File: config.mk
export PLATFORM = sky130hd
export DESIGN_NAME = ifetch_queue
export DESIGN_NICKNAME = d
export VERILOG_FILES = /design/src/rtl/ifetch_queue.sv
export SDC_FILE = /design/constraint.sdc
export NUM_CORES = 1
export LEC_CHECK = 0
export BUFFER_PORTS_ARGS = -buffer_cell sky130_fd_sc_hd__buf_2
export CORE_MARGIN = 1.5
export CORE_UTILIZATION = 35
export DETAILED_ROUTE_END_ITERATION = 7
export PLACE_DENSITY_LB_ADDON = 0.15
export SYNTH_ARGS = -nofsm -noshare
export SYNTH_HDL_FRONTEND = slang
export SYNTH_SLANG_ARGS = --single-unit
File: constraint.sdc
create_clock -name clk -period 2.7 [get_ports clk]
set_input_delay 0 -clock clk [delete_from_list [all_inputs] [get_ports clk]]
set_output_delay 0 -clock clk [all_outputs]
set_load 0.03 [all_outputs]
File: src/rtl/ifetch_queue.sv
// ifetch_queue: instruction fetch stage. Owns the fetch PC, reads the
// combinational instruction ROM and buffers {pc, word} pairs in a small
// show-ahead queue drained by a valid/ready consumer. A redirect flushes
// the queue and restarts fetch at the new (word-aligned) address.
module ifetch_queue #(
  parameter int unsigned DEPTH    = 4,
  parameter logic [31:0] RESET_PC = 32'h0000_0000
) (
  input  logic        clk,
  input  logic        reset_n,
  output logic [31:0] imem_a,
  input  logic [31:0] imem_rd,
  output logic        instr_valid,
  output logic [31:0] instr,
  output logic [31:0] instr_pc,
  input  logic        instr_ready,
  input  logic        redirect,
  input  logic [31:0] redirect_pc
);

  localparam int unsigned AW   = $clog2(DEPTH);
  localparam logic [AW:0] FULL = (AW + 1)'(DEPTH);

  logic [31:0]   fetch_pc;
  logic [31:0]   pc_mem   [DEPTH];
  logic [31:0]   word_mem [DEPTH];
  logic [AW-1:0] rd_ptr;
  logic [AW-1:0] wr_ptr;
  logic [AW:0]   count;
  logic [AW:0]   count_nxt;
  logic          push;
  logic          pop;
  logic          unused_bits;

  // Redirect target low bits are dropped to keep the fetch PC word-aligned.
  assign unused_bits = ^redirect_pc[1:0];

  assign imem_a      = fetch_pc;
  assign instr_valid = (count != '0);
  assign instr       = instr_valid ? word_mem[rd_ptr] : '0;
  assign instr_pc    = instr_valid ? pc_mem[rd_ptr]   : '0;

  // Handshake decode; a full queue never pushes, even alongside a pop.
  always_comb begin
    push      = !redirect && (count < FULL);
    pop       = instr_valid && instr_ready && !redirect;
    count_nxt = count + (AW + 1)'(push) - (AW + 1)'(pop);
  end

  // Fetch PC, queue pointers, occupancy and storage; redirect overrides all.
  always_ff @(posedge clk or negedge reset_n) begin
    if (!reset_n) begin
      fetch_pc <= RESET_PC;
      rd_ptr   <= '0;
      wr_ptr   <= '0;
      count    <= '0;
      for (int unsigned i = 0; i < DEPTH; i++) begin
        pc_mem[i]   <= '0;
        word_mem[i] <= '0;
      end
    end else if (redirect) begin
      // A head handshaken in this cycle is consumed implicitly by the flush.
      fetch_pc <= {redirect_pc[31:2], 2'b00};
      rd_ptr   <= '0;
      wr_ptr   <= '0;
      count    <= '0;
    end else begin
      if (push) begin
        pc_mem[wr_ptr]   <= fetch_pc;
        word_mem[wr_ptr] <= imem_rd;
        wr_ptr           <= wr_ptr + 1'b1;
        fetch_pc         <= fetch_pc + 32'd4;
      end
      if (pop) begin
        rd_ptr <= rd_ptr + 1'b1;
      end
      count <= count_nxt;
    end
  end

endmodule
Word-level counts from Yosys, hierarchy flattened --
Index checks and enable logic that the tools add are counted. W data, S select, Z words.
Operators by class: bitwise gates (word level) 3, mux-type cells 19, add/subtract/negate cells 5, reductions and logical operators 9, $lt $le $gt $ge 4
Operator list (number):
- $mux W32 | 9
- $bwmux W128 | 2
- $bmux W32 S2 | 2
- $demux W32 S2 | 1
- $add A32 B3 Y32 const B | 1
- $mux W2 | 4
- $ge A3 B3 Y1 const B | 2
- $not A2 Y3 | 2
- $add A2 B1 Y2 const B | 2
- $logic_and A1 B1 Y1 | 4
- $reduce_bool A2 Y1 | 2
- $add A3 B1 Y3 | 1
- $lt A3 B1 Y1 const B | 1
- $lt A3 B3 Y1 const B | 1
- $mux W3 | 1
- $reduce_bool A3 Y1 | 1
- $sub A3 B1 Y3 | 1
- $reduce_and A2 Y1 | 1
- $logic_not A1 Y1 | 1
- $not A1 Y1 | 1
Storage, ports and cells: bits of input ports 68, bits in registers 295, word-level logic and storage cells 52, output and inout bits 97

Longest topological paths before layout --
Gate-level depths: netlist (run 1).
depth in word-level cells 6, mapped depth 13, gate-level depth less buffers 11

Worst setup path after synthesis (run 1) --
OpenSTA, ideal clock, no wires.
path type register to register, start register count[2], end register count[2], cell stages (with the launch flop) 14, setup slack 232 ps, setup time 132 ps, clock period less this slack 2468 ps, required time 2568 ps, path buffers 2, data arrival time 2336 ps, path through dfrtp_1 buf_4 or3_1 clkbuf_1 nand2_1 nor2_1 ha_1 inv_1 ha_1 inv_1 fa_1 xor2_1 xnor2_1 nor2_1
Between the ends: longest elaborated chain between the ends 5
RTL lines:
- start, declared | RTL line 29 | logic [AW:0] count;
- start signal, assigned | RTL line 77 | count <= count_nxt;
- $lt A3 B3 Y1 / $reduce_bool A3 Y1 (equally long branches) | RTL line 45, 39
- $logic_and A1 B1 Y1 (on tied branches) | RTL line 45, 46
- $add A3 B1 Y3 / $logic_and A1 B1 Y1 (equally long branches) | RTL line 47, 46
- $sub A3 B1 Y3 * | RTL line 47 | count_nxt = count + (AW + 1)'(push) - (AW + 1)'(pop);
- $mux W3 * | RTL line 61 | end else if (redirect) begin
Mark *: on every way between the ends. The rest lies on a longest branch, timed or not. A chain may end at the register's enable or synchronous reset.

Worst setup path in the final report (run 1) --
start register rd_ptr[0], end output instr_pc[31]
Between the ends: longest elaborated chain between the ends 5
RTL lines:
- start, declared | RTL line 27 | logic [AW-1:0] rd_ptr;
- start signal, assigned | RTL line 75 | rd_ptr <= rd_ptr + 1'b1;
- $not A2 Y3 (not written as such) | RTL line 41 | assign instr_pc = instr_valid ? pc_mem[rd_ptr] : '0;
- $bmux W32 S2 | RTL line 41
- $mux W32 (not written as such) (2 in series) | RTL line 41
- $mux W32 | RTL line 41
- end, declared | RTL line 15 | output logic [31:0] instr_pc,
No other way between the ends. The select of a mux whose other input is x is not followed.

==> Implementation_results.wiki, run 1 <==
{| class="wikitable"
! Metric !! Value
|-
| Run status || completed
|-
| Fraction of synthesis flops using an asynchronous set or reset pin || 100%
|-
| Final worst path period need || 2.44 ns
|-
| Final period utilization || 90.4%
|-
| Startpoint of the worst register-to-register path || count[1]$_DFF_PN0_
|-
| Setup crit start || rd_ptr[0]$_DFFE_PN0P_
|-
| Layout Skew || 0.00832 ns
|-
| Commonest cells after routing, fill and taps aside || dfrtp_1, mux2_2, buf_2, and2_1, dlygate4sd3_1
|-
| WL final || 31900 µm
|-
| Total die area || 38900 µm²
|-
| Kind of start point of the critical path || register
|-
| Standard cell area after detailed placement || 14700 µm²
|-
| Fraction of final layout cells sized beyond drive strength 1 || 47.9%
|-
| H-tree depth || 2
|-
| TritonCTS Buffers || 34
|-
| Count of cell types in the netlist || 37
|-
| ANT nets after route || 0
|-
| Number of enable-type register cells in the synthesized netlist || 0
|-
| Post-Syn Area || 13200 µm²
|-
| Measured slew at the worst slew-check pin || 0.759 ns
|-
| Endpoint class of the critical path || output pin
|-
| Synthesis-to-finish area growth || 24.5%
|-
| Overall global routing resource usage || 17.0%
|-
| Number of cells in the finished layout apart from fillers || 1662
|-
| Sequential share of power || 36.9%
|-
| Total core area || 36900 µm²
|-
| Most common library cell in the layout ignoring fill and taps || dfrtp_1
|-
| Total vias in the final route || 8341
|-
| CTS tree || done
|-
| Flip-flop and latch count after synthesis || 285
|-
| Post-route setup slack || 0.261 ns
|-
| Largest driver fanout on the critical path || 20
|-
| Starting density of the core || 35.8%
|-
| Multi-input combinational cell area || 5730 µm²
|-
| Pre-CTS setup slack || 0.272 ns
|-
| Max Freq || 410 MHz
|-
| Proportion of power drawn by the clock network || 22.8%
|-
| Sequential area share after synthesis || 54.0%
|-
| Unrepaired setup endpoints after global routing || no
|-
| Post-detailed-route DRC marker count || 0
|-
| Die Y-Extent || 197 µm
|-
| Number of slew-limit violations in the final report || 0
|-
| Post-Syn Instances || 916
|-
| Net switching component of the power || 0.00681 W
|-
| Cells along the critical path || buf_12 -> mux4_2 -> and2_1 -> buf_2
|-
| Number of setup violations in the final report || 0
|-
| Number of filler instances in the final layout || 3369
|-
| Sinks on Clock Net || 285
|-
| Master cell of the clock root buffer || clkbuf_16
|-
| Pleak || 6.97 nW
|-
| I/O Pins || 165
|-
| Worst vdd ir || 0.598 mV
|-
| Start point of the worst hold path || redirect
|-
| Die X || 197 µm
|-
| Clk Latency, worst-skew pair || 0.50 ns
|-
| Input/output buffers || 158
|-
| Total gr overflow || 0
|-
| Type of the tightest min-delay check || in -> reg
|-
| Delay of the slowest cell on the worst path || 0.69 ns
|-
| Family with the most delay on the worst path || flip-flops
|-
| Predominant post-synthesis flop cell || dfrtp_1
|-
| TNS Setup || 0 ns
|-
| Seq. cell area || 7140 µm²
|-
| Clock transition at the register clock pins on the worst setup and hold paths after CTS || 0.06 ns
|-
| Wirelength per Cell || 19.2 µm
|-
| Number of nets in the layout || 1212
|-
| Post-synthesis area per instance || 14.4 µm²
|-
| Inserted Diodes || 0
|-
| Critical-path top delay cell || dfrtp_4
|-
| Switching part of the total power || 34.2%
|-
| Required time at the worst-slack endpoint || 2.70 ns
|-
| Placer Congestion || 0.722
|-
| 1st-iter DRT viols || 335
|-
| Antenna violations before repair || 1
|-
| Via count of the first global-routing pass || 8974
|-
| Largest net degree at the start of global routing || 69
|-
| Wire length of the first global-routing pass || 51300 µm
|-
| Hold violation total from the final report || 0
|-
| Cells after DPL || 1540
|-
| PD cells || 1210 nW/µm²
|-
| Maximum clock insertion buffer count || 3
|-
| HPWL after detailed placement || 19200 µm
|-
| Signal arrival time at the worst endpoint || 2.44 ns
|-
| Critical path type || reg -> out
|-
| First drt pass iteration count || 4
|-
| MaxCap Viol Count || 0
|-
| Count of buffering cells on the critical path with inverters included || 2
|-
| Placement row count || 70
|-
| Relative slew margins || 49.4%
|-
| Average vias per placed instance || 5.02
|-
| Count of instances resized after the clock tree is built || 0
|-
| Logic pwr share || 40.3%
|-
| Warnings, synthesis || 0
|-
| Design Area, Final || 16500 µm²
|-
| Cell-internal power || 0.0131 W
|}
-- through the flow --
step	total power, W	hold WS [ns]	utilization, %
6_report	0.0199	0.0487	44.6
3_3_place_gp	0.0154	0.0149	39.9
2_1_floorplan	0.0132	-0.296	-
3_5_place_dp	0.0155	0.00719	39.9
5_1_grt	0.0212	0.0604	44.6
4_1_cts	0.0203	0.0274	44.6
-- power by group through the flow --
stage / combinational, W / sequential [W] / clock [W]
after floorplan: 0.00610 / 0.00706 / 0
after global placement: 0.00802 / 0.00738 / 0
after detailed placement: 0.00811 / 0.00742 / 0
after CTS: 0.00820 / 0.00736 / 0.00471
after global routing: 0.00869 / 0.00763 / 0.00486
final: 0.00802 / 0.00734 / 0.00455
-- kinds of logic (layout without fill, tap and decap cells) --
family / count (synthesis) / after routing / share of synthesized area, %
xor gates and xnor gates: 15 / 15 / 0.994
buffers and inverters: 80 / 319 / 2.82
DFF: 285 / 285 / 54.0
and+or+nand+nor: 167 / 167 / 7.26
adders and majority gates: 8 / 8 / 0.814
other: 1 / 4 / 0.0284
muxes: 312 / 312 / 31.9
AOI/OAI and AO/OA: 48 / 48 / 2.24
-- Yosys cell counts, drive strengths merged, types with 3 or more instances --
| master | number | share of area (%) |
|---|---|---|
| dfrtp | 285 | 54 |
| mux2 | 248 | 21 |
| and2 | 69 | 3.3 |
| mux4 | 62 | 11 |
| buf | 44 | 1.8 |
| clkbuf | 27 | 0.77 |
| nor2 | 26 | 0.74 |
| nand2 | 22 | 0.63 |
| o21ai | 18 | 0.68 |
| a31oi | 17 | 0.80 |
| xor2 | 12 | 0.80 |
| nand4 | 10 | 0.59 |
| nand3 | 9 | 0.34 |
| o31ai | 9 | 0.51 |
| or4 | 9 | 0.51 |
| inv | 8 | 0.23 |
| or3 | 8 | 0.38 |
| ha | 7 | 0.66 |
| and3 | 5 | 0.24 |
| and4 | 3 | 0.20 |
| xnor2 | 3 | 0.20 |
-- flip-flops by register name, indices dropped and copies added (netlist names) --
name / cells
rd_ptr: 2
imem_a: 30
wr_ptr: 2
count: 3
pc_mem: 120
word_mem: 128
-- final timing paths --
| kind | to | slack (ns) | cells past startpoint |
|---|---|---|---|
| hold / removal | count[1]$_DFF_PN0_ | 0.05 | 3 |
| min in group asynchronous | word_mem[105]$_DFFE_PN0P_ | 0.07 | 2 |
| hold reg to reg | pc_mem[39]$_DFFE_PN0P_ | 0.50 | 1 |
| setup reg to reg | count[2]$_DFF_PN0_ | 0.27 | 11 |
| setup / recovery | instr_pc[31] | 0.26 | 4 |
| max in group asynchronous | pc_mem[12]$_DFFE_PN0P_ | 1.86 | 3 |
-- what timing repair did --
item | CTS | global route
setup buffers | 0 | 0
endpoints found under the hold margin | 397 | 0
endpoints found under the setup margin | 0 | 0
hold buffers | 64 | 0
-- tightest hold or removal path, cell delays in order --
cell    delay (ns)
buf_2         0.13
buf_4         0.25
nor2_1        0.12
-- final cells by class --
type | count | share of cell area, %
well taps | 504 | 3.83
clock buffers | 52 | 6.20
flip-flops and latches | 285 | 43.4
inverters | 9 | 0.205
multi-input cells | 554 | 34.8
clock inverters | 6 | 0.510
repair buffers | 252 | 11.0
-- metal layers --
layer | part of all wire (%) | up-vias | GRT usage [%]
met5 | 0.035 | - | 0
met4 | 2.2 | 2 | 4.75
met3 | 5.0 | 53 | 3.31
met2 | 47 | 181 | 27.6
met1 | 45 | 4343 | 23.1
li1 | - | 3762 | -
Power figures use the tool's default switching activity.
==> inputs of run 2 (changes only) <==
Settings changed: ABC_AREA set to 1.
==> run 2 against run 1 <==
  * Design area is 2.2% higher
  * Hold slack got worse by 0.025 ns
  * First-iteration DRC count up 120%
  * Flip-flop and latch count did not move
  * Largest cell class unchanged
  * Largest power group unchanged
  * Highest routed layer is now met4
==> Implementation_results.wiki, run 2 <==
{| class="wikitable"
! Metric !! Value
|-
| Run status || completed
|-
| Die Y-Extent || 202 µm
|-
| Number of cells in the finished layout apart from fillers || 2466
|-
| Starting density of the core || 35.7%
|-
| ANT nets after route || 0
|-
| Overall global routing resource usage || 19.8%
|-
| Placer Congestion || 0.809
|-
| Final period utilization || 93.3%
|-
| Flip-flop and latch count after synthesis || 285
|-
| Number of enable-type register cells in the synthesized netlist || 0
|-
| Net switching component of the power || 0.00826 W
|-
| Switching part of the total power || 41.8%
|-
| Biggest area consumer among synthesized cells || dfrtp_1
|-
| Largest driver fanout on the critical path || 63
|-
| Layout Skew || 0.0209 ns
|-
| Pre-CTS setup slack || 0.534 ns
|-
| Placement row count || 72
|-
| Max Freq || 397 MHz
|-
| Setup fix buffers added after clock tree synthesis || 0
|-
| Worst vdd ir || 0.490 mV
|-
| Warnings, synthesis || 0
|-
| MaxCap Viol Count || 0
|-
| Most common cell in the synthesized netlist || nand2_1
|-
| Unrepaired setup endpoints after global routing || no
|-
| Largest net degree at the start of global routing || 126
|-
| Kind of start point of the critical path || register
|-
| Master cell of the clock root buffer || clkbuf_16
|-
| Total gr overflow || 0
|-
| Synthesis-to-finish area growth || 21.2%
|-
| Clk Latency, worst-skew pair || 0.52 ns
|-
| Largest reg by FF count || word_mem
|-
| Post-Syn Area || 13900 µm²
|-
| Total vias in the final route || 12000
|-
| Wire length of the first global-routing pass || 65000 µm
|-
| Cells after DPL || 2336
|-
| Top cells by count, synth || nand2_1, nor2_1, dfrtp_1
|-
| TritonCTS Buffers || 34
|-
| Pleak || 8.09 nW
|-
| Relative slew margins || 37.0%
|-
| 1st-iter DRT viols || 735
|-
| First drt pass iteration count || 6
|-
| H-tree depth || 2
|-
| Inserted Diodes || 0
|-
| Post-synthesis area per instance || 7.96 µm²
|-
| WL final || 40300 µm
|-
| Total core area || 38900 µm²
|-
| Count of cell types in the netlist || 29
|-
| Number of setup violations in the final report || 0
|-
| Number of slew-limit violations in the final report || 0
|-
| Post-detailed-route DRC marker count || 0
|-
| Sequential area share after synthesis || 51.4%
|-
| PD cells || 1170 nW/µm²
|-
| Final worst path period need || 2.52 ns
|-
| Number of flip-flops under the largest register name || 128
|-
| Fraction of synthesis flops using an asynchronous set or reset pin || 100%
|-
| Clock transition at the register clock pins on the worst setup and hold paths after CTS || 0.06 ns
|-
| Logic pwr share || 39.7%
|-
| Maximum clock insertion buffer count || 3
|-
| CTS tree || done
|-
| Die X || 202 µm
|-
| Hold violation total from the final report || 0
|-
| Signal arrival time at the worst endpoint || 2.52 ns
|-
| Startpoint of the worst register-to-register path || count[2]$_DFF_PN0_
|-
| Predominant post-synthesis flop cell || dfrtp_1
|-
| Area fraction of the dominant cell type after synthesis || 51.4%
|-
| Antenna violations before repair || 0
|-
| Type of the tightest min-delay check || in -> async
|-
| Setup crit start || count[2]$_DFF_PN0_
|-
| Commonest cells after routing, fill and taps aside || nand2_1, nor2_1, dfrtp_1, o21ai_0, o21ai_1
|-
| TNS Setup || 0 ns
|-
| HPWL after detailed placement || 24500 µm
|-
| Sinks on Clock Net || 285
|-
| Average vias per placed instance || 4.87
|-
| Input/output buffers || 158
|-
| Measured slew at the worst slew-check pin || 0.945 ns
|-
| Cell-internal power || 0.0115 W
|-
| Pwr Total || 0.0197 W
|-
| Wirelength per Cell || 16.3 µm
|-
| Post-route setup slack || 0.180 ns
|-
| Number of filler instances in the final layout || 4070
|-
| Required time at the worst-slack endpoint || 2.70 ns
|-
| Post-Syn Instances || 1743
|-
| Most area-consuming cells after synthesis || dfrtp_1, nand2_1, nor2_1
|-
| I/O Pins || 165
|-
| Number of nets in the layout || 1998
|-
| Endpoint class of the critical path || output pin
|-
| Fraction of final layout cells sized beyond drive strength 1 || 14.6%
|-
| Total die area || 40900 µm²
|-
| Sequential share of power || 36.1%
|-
| Most common library cell in the layout ignoring fill and taps || nand2_1
|-
| Critical path type || reg -> out
|-
| Via count of the first global-routing pass || 11900
|-
| Proportion of power drawn by the clock network || 24.2%
|}
==> run 2: cell types whose count changed after synthesis, sizes merged, moves of 10 or more <==
cell	change
nand2	+393
o21ai	+383
nor2	+283
mux2	-248
inv	+96
and2	-69
a21oi	+65
mux4	-62
buf	+20
clkbuf	+20
a31oi	-17
nand3	+12
nand4	-10
==> run 2: critical path, cell delays in order, from the launching register on <==
cell	delay, ns
dfrtp_1	0.48
inv_4	0.13
nand2_2	0.08
nor2_4	0.09
buf_4	0.74
a21oi_1	0.22
buf_2	0.25
==> run 2: final cells by class <==
cell class	count	area, µm²	share of cell area [%]
clock inverters	10	144	0.856
multi-input cells	1245	5640	33.5
inverters	105	400	2.38
well taps	518	648	3.85
clock buffers	52	1040	6.18
flip-flops and latches	285	7140	42.4
repair buffers	251	1810	10.7
==> run 2: kinds of logic (layout without fill, tap and decap cells) <==
kind of cell / count (synthesis) / in the layout / synth area share [%]
simple gates: 746 / 746 / 21.3
compound gates: 477 / 477 / 17.8
flops: 285 / 285 / 51.4
buf+inv: 216 / 418 / 8.03
xor+xnor: 10 / 10 / 0.631
fa+ha+maj: 8 / 8 / 0.775
other cells: 1 / 4 / 0.0270
==> run 2: metrics by stage <==
step / utilization, % / area, µm² / hold WS (ns)
final: 43.2 / 16800 / 0.0240
after global routing: 43.2 / 16800 / 0.0769
after CTS: 43.2 / 16800 / 0.0472
after detailed placement: 38.4 / 15000 / 0.00988
after global placement: 38.4 / 15000 / 0.00589
after floorplan: - / 13900 / -0.296
==> run 2: worst paths after layout <==
| path | end | slack (ns) | depth (start not counted) |
|---|---|---|---|
| min in group clk | imem_a[5]$_DFFE_PN0N_ | 0.27 | 4 |
| worst max-delay path | instr_pc[16] | 0.18 | 6 |
| worst min-delay path | word_mem[100]$_DFFE_PN0P_ | 0.02 | 2 |
| max in group asynchronous | rd_ptr[1]$_DFFE_PN0P_ | 1.76 | 3 |
| worst min register to register | word_mem[3]$_DFFE_PN0P_ | 0.48 | 2 |
| worst max register to register | count[2]$_DFF_PN0_ | 0.52 | 13 |
==> run 2: per-layer routing <==
metal / GRT usage [%] / routed length, µm / vias to the layer above
li1: - / - / 5965
met1: 27.9 / 19400 / 5719
met2: 32.8 / 18600 / 274
met3: 2.61 / 1730 / 41
met4: 3.78 / 538 / 0
met5: 0 / 0 / -
==> run 2: what timing repair did <==
item,4_1_cts,5_1_grt
hold buffers,68,0
resized for setup,0,0
hold endpoints to repair,410,0
==> run 2: power groups by stage <==
stage          clock [W]  combinational, W  sequential, W
4_1_cts          0.00491           0.00795        0.00712
5_1_grt          0.00508           0.00884        0.00736
6_report         0.00478           0.00784        0.00713
3_3_place_gp           0           0.00776        0.00711
2_1_floorplan          0           0.00562        0.00711
3_5_place_dp           0           0.00784        0.00717
==> inputs of run 3 (changes only) <==
Settings changed: CORE_ASPECT_RATIO set to 0.6, SETUP_SLACK_MARGIN set to 0.02.
==> run 3 against run 2 <==
  * Via count grew 1.5%
  * Combinational power grew 2%
  * Wire length grew 4.9%
  * Hold slack lost 0.024 ns
  * Global-route usage grew 0.82 points
  * Clock-buffer cell count shrank 10
  * Register-to-register slack lost 0.13 ns
  * Sequential share of layout area shrank 0.11 points
  * Critical path type unchanged
  * Clock skew grew 0.0020 ns
  * Sequential power is essentially flat
  * First-iteration DRC count grew 27%
  * Critical path depth shrank 1
==> Implementation_results.wiki, run 3 (synthesis gave the netlist of run 2 again) <==
{| class="wikitable"
! Metric !! Value
|-
| Run status || completed
|-
| Critical path type || reg -> out
|-
| TNS Setup || 0 ns
|-
| Standard cell area after detailed placement || 15000 µm²
|-
| Die X || 260 µm
|-
| CTS tree || done
|-
| Maximum clock insertion buffer count || 3
|-
| Final worst path period need || 2.46 ns
|-
| Measured slew at the worst slew-check pin || 0.931 ns
|-
| PD cells || 1170 nW/µm²
|-
| Pre-CTS setup slack || 0.505 ns
|-
| Total vias in the final route || 12200
|-
| Final period utilization || 91.0%
|-
| Global-route track usage on met3 || 2.93%
|-
| Via count of the first global-routing pass || 11500
|-
| Number of slew-limit violations in the final report || 0
|-
| Cell-internal power || 0.0113 W
|-
| I/O Pins || 165
|-
| Number of flip-flops under the largest register name || 128
|-
| Cells after DPL || 2337
|-
| Placement row count || 56
|-
| Antenna violations before repair || 0
|-
| Pleak || 8.09 nW
|-
| Met1 routing resource usage after global routing || 32.0%
|-
| Overall global routing resource usage || 20.6%
|-
| Number of setup violations in the final report || 0
|-
| Wire length of the first global-routing pass || 66000 µm
|-
| HPWL after detailed placement || 25600 µm
|-
| Clk Latency, worst-skew pair || 0.57 ns
|-
| Starting density of the core || 35.5%
|-
| Number of cells in the finished layout apart from fillers || 2476
|-
| Input/output buffers || 158
|-
| First drt pass iteration count || 5
|-
| Hold violation total from the final report || 0
|-
| Design Area, Final || 16900 µm²
|-
| 1st-iter DRT viols || 935
|-
| Signal arrival time at the worst endpoint || 2.46 ns
|-
| Layout Skew || 0.0229 ns
|-
| Endpoint class of the critical path || output pin
|-
| Post-route setup slack || 0.242 ns
|-
| Sequential share of power || 36.4%
|-
| Net switching component of the power || 0.00836 W
|-
| Total core area || 39100 µm²
|-
| Worst vdd ir || 0.696 mV
|-
| Required time at the worst-slack endpoint || 2.70 ns
|-
| Largest net degree at the start of global routing || 126
|-
| Most common library cell in the layout ignoring fill and taps || nand2_1
|-
| Largest reg by FF count || word_mem
|-
| TritonCTS Buffers || 31
|-
| Unrepaired setup endpoints after global routing || no
|-
| Commonest cells after routing, fill and taps aside || nand2_1, nor2_1, dfrtp_1, o21ai_0, o21ai_1
|-
| Worst slack on hold paths || 0.000256 ns
|-
| GR Layer Usage met2 || 30.4%
|-
| Master cell of the clock root buffer || clkbuf_16
|-
| Post-detailed-route DRC marker count || 0
|-
| Busiest layer in global routing || met1
|-
| Wirelength per Cell || 17.1 µm
|-
| Number of nets in the layout || 2005
|-
| ANT nets after route || 0
|-
| Type of the tightest min-delay check || in -> async
|-
| Die Y-Extent || 157 µm
|-
| Average vias per placed instance || 4.92
|-
| Placer Congestion || 0.860
|-
| Relative slew margins || 38.0%
|-
| Total die area || 40900 µm²
|-
| Switching part of the total power || 42.5%
|-
| Logic pwr share || 40.5%
|-
| Total gr overflow || 0
|-
| Kind of start point of the critical path || register
|-
| Sinks on Clock Net || 285
|-
| Synthesis-to-finish area growth || 21.5%
|-
| Proportion of power drawn by the clock network || 23.1%
|-
| H-tree depth || 1
|-
| Largest driver fanout on the critical path || 31
|-
| Setup fix buffers added after clock tree synthesis || 0
|-
| MaxCap Viol Count || 0
|-
| Fraction of final layout cells sized beyond drive strength 1 || 14.2%
|-
| Max Freq || 407 MHz
|-
| WL final || 42200 µm
|-
| Clock transition at the register clock pins on the worst setup and hold paths after CTS || 0.07 ns
|}
==> run 3: cell count changes in the layout (fill, tap and decap cells not counted), sizes merged <==
| cell | before | now |
|---|---|---|
| diode | 0 | 1 |
| clkinv | 6 | 7 |
| bufinv | 3 | 5 |
| dlygate4sd3 | 68 | 81 |
| buf | 183 | 180 |
| clkbuf | 52 | 42 |
| clkinvlp | 0 | 3 |
| inv | 106 | 105 |
==> run 3: layout make-up <==
type / instances / area, µm²
flip-flops and latches: 285 / 7140
clock inverters: 15 / 214
diodes: 1 / 2.50
well taps: 522 / 653
clock buffers: 42 / 867
inverters: 105 / 400
multi-input cells: 1245 / 5640
fillers: 4031 / 22200
repair buffers: 261 / 1940
==> run 3: metal layers <==
metal / up-vias / part of all wire, %
li1: 5971 / -
met2: 258 / 43
met3: 48 / 4.4
met5: - / 0
met4: 0 / 1.7
met1: 5897 / 51
==> run 3: what timing repair did <==
action                     4_1_cts  5_1_grt
hold buffers                    81        0
resized for setup                1        0
setup endpoints to repair        3        0
hold endpoints to repair       449        0
==> run 3: power groups by stage <==
stage | clock network, W | registers, W | logic, W
final | 0.00455 | 0.00715 | 0.00797
after global routing | 0.00483 | 0.00737 | 0.00895
after CTS | 0.00468 | 0.00714 | 0.00807
after detailed placement | 0 | 0.00719 | 0.00792
after global placement | 0 | 0.00713 | 0.00781
after floorplan | 0 | 0.00711 | 0.00562
==> run 3: worst paths after layout <==
| kind | start | end | slack [ns] | cells past startpoint |
|---|---|---|---|---|
| worst max register to register | imem_a[2]$_DFFE_PN0N_ | imem_a[16]$_DFFE_PN0N_ | 0.39 | 8 |
| worst min register to register | word_mem[82]$_DFFE_PN0P_ | word_mem[82]$_DFFE_PN0P_ | 0.48 | 2 |
| max in group asynchronous | reset_n | imem_a[26]$_DFFE_PN0N_ | 1.89 | 3 |
| worst min-delay path | reset_n | pc_mem[75]$_DFFE_PN0P_ | 0.0003 | 2 |
| worst max-delay path | rd_ptr[0]$_DFFE_PN0P_ | instr_pc[27] | 0.24 | 5 |
| min in group clk | redirect_pc[5] | imem_a[5]$_DFFE_PN0N_ | 0.23 | 4 |
==> run 3: per-stage QoR <==
stage          total power (W)  utilization, %
2_1_floorplan           0.0127               -
3_3_place_gp            0.0149            38.3
3_5_place_dp            0.0151            38.3
4_1_cts                 0.0199            43.1
5_1_grt                 0.0212            43.1
6_report                0.0197            43.1
==> run 3: worst max-delay path, cell delays in order, from the launching register on <==
cell and delay (ns):
dfrtp_4 0.49, clkinv_2 0.29, buf_4 0.38, o21ai_0 0.17
a21oi_1 0.28, buf_2 0.26
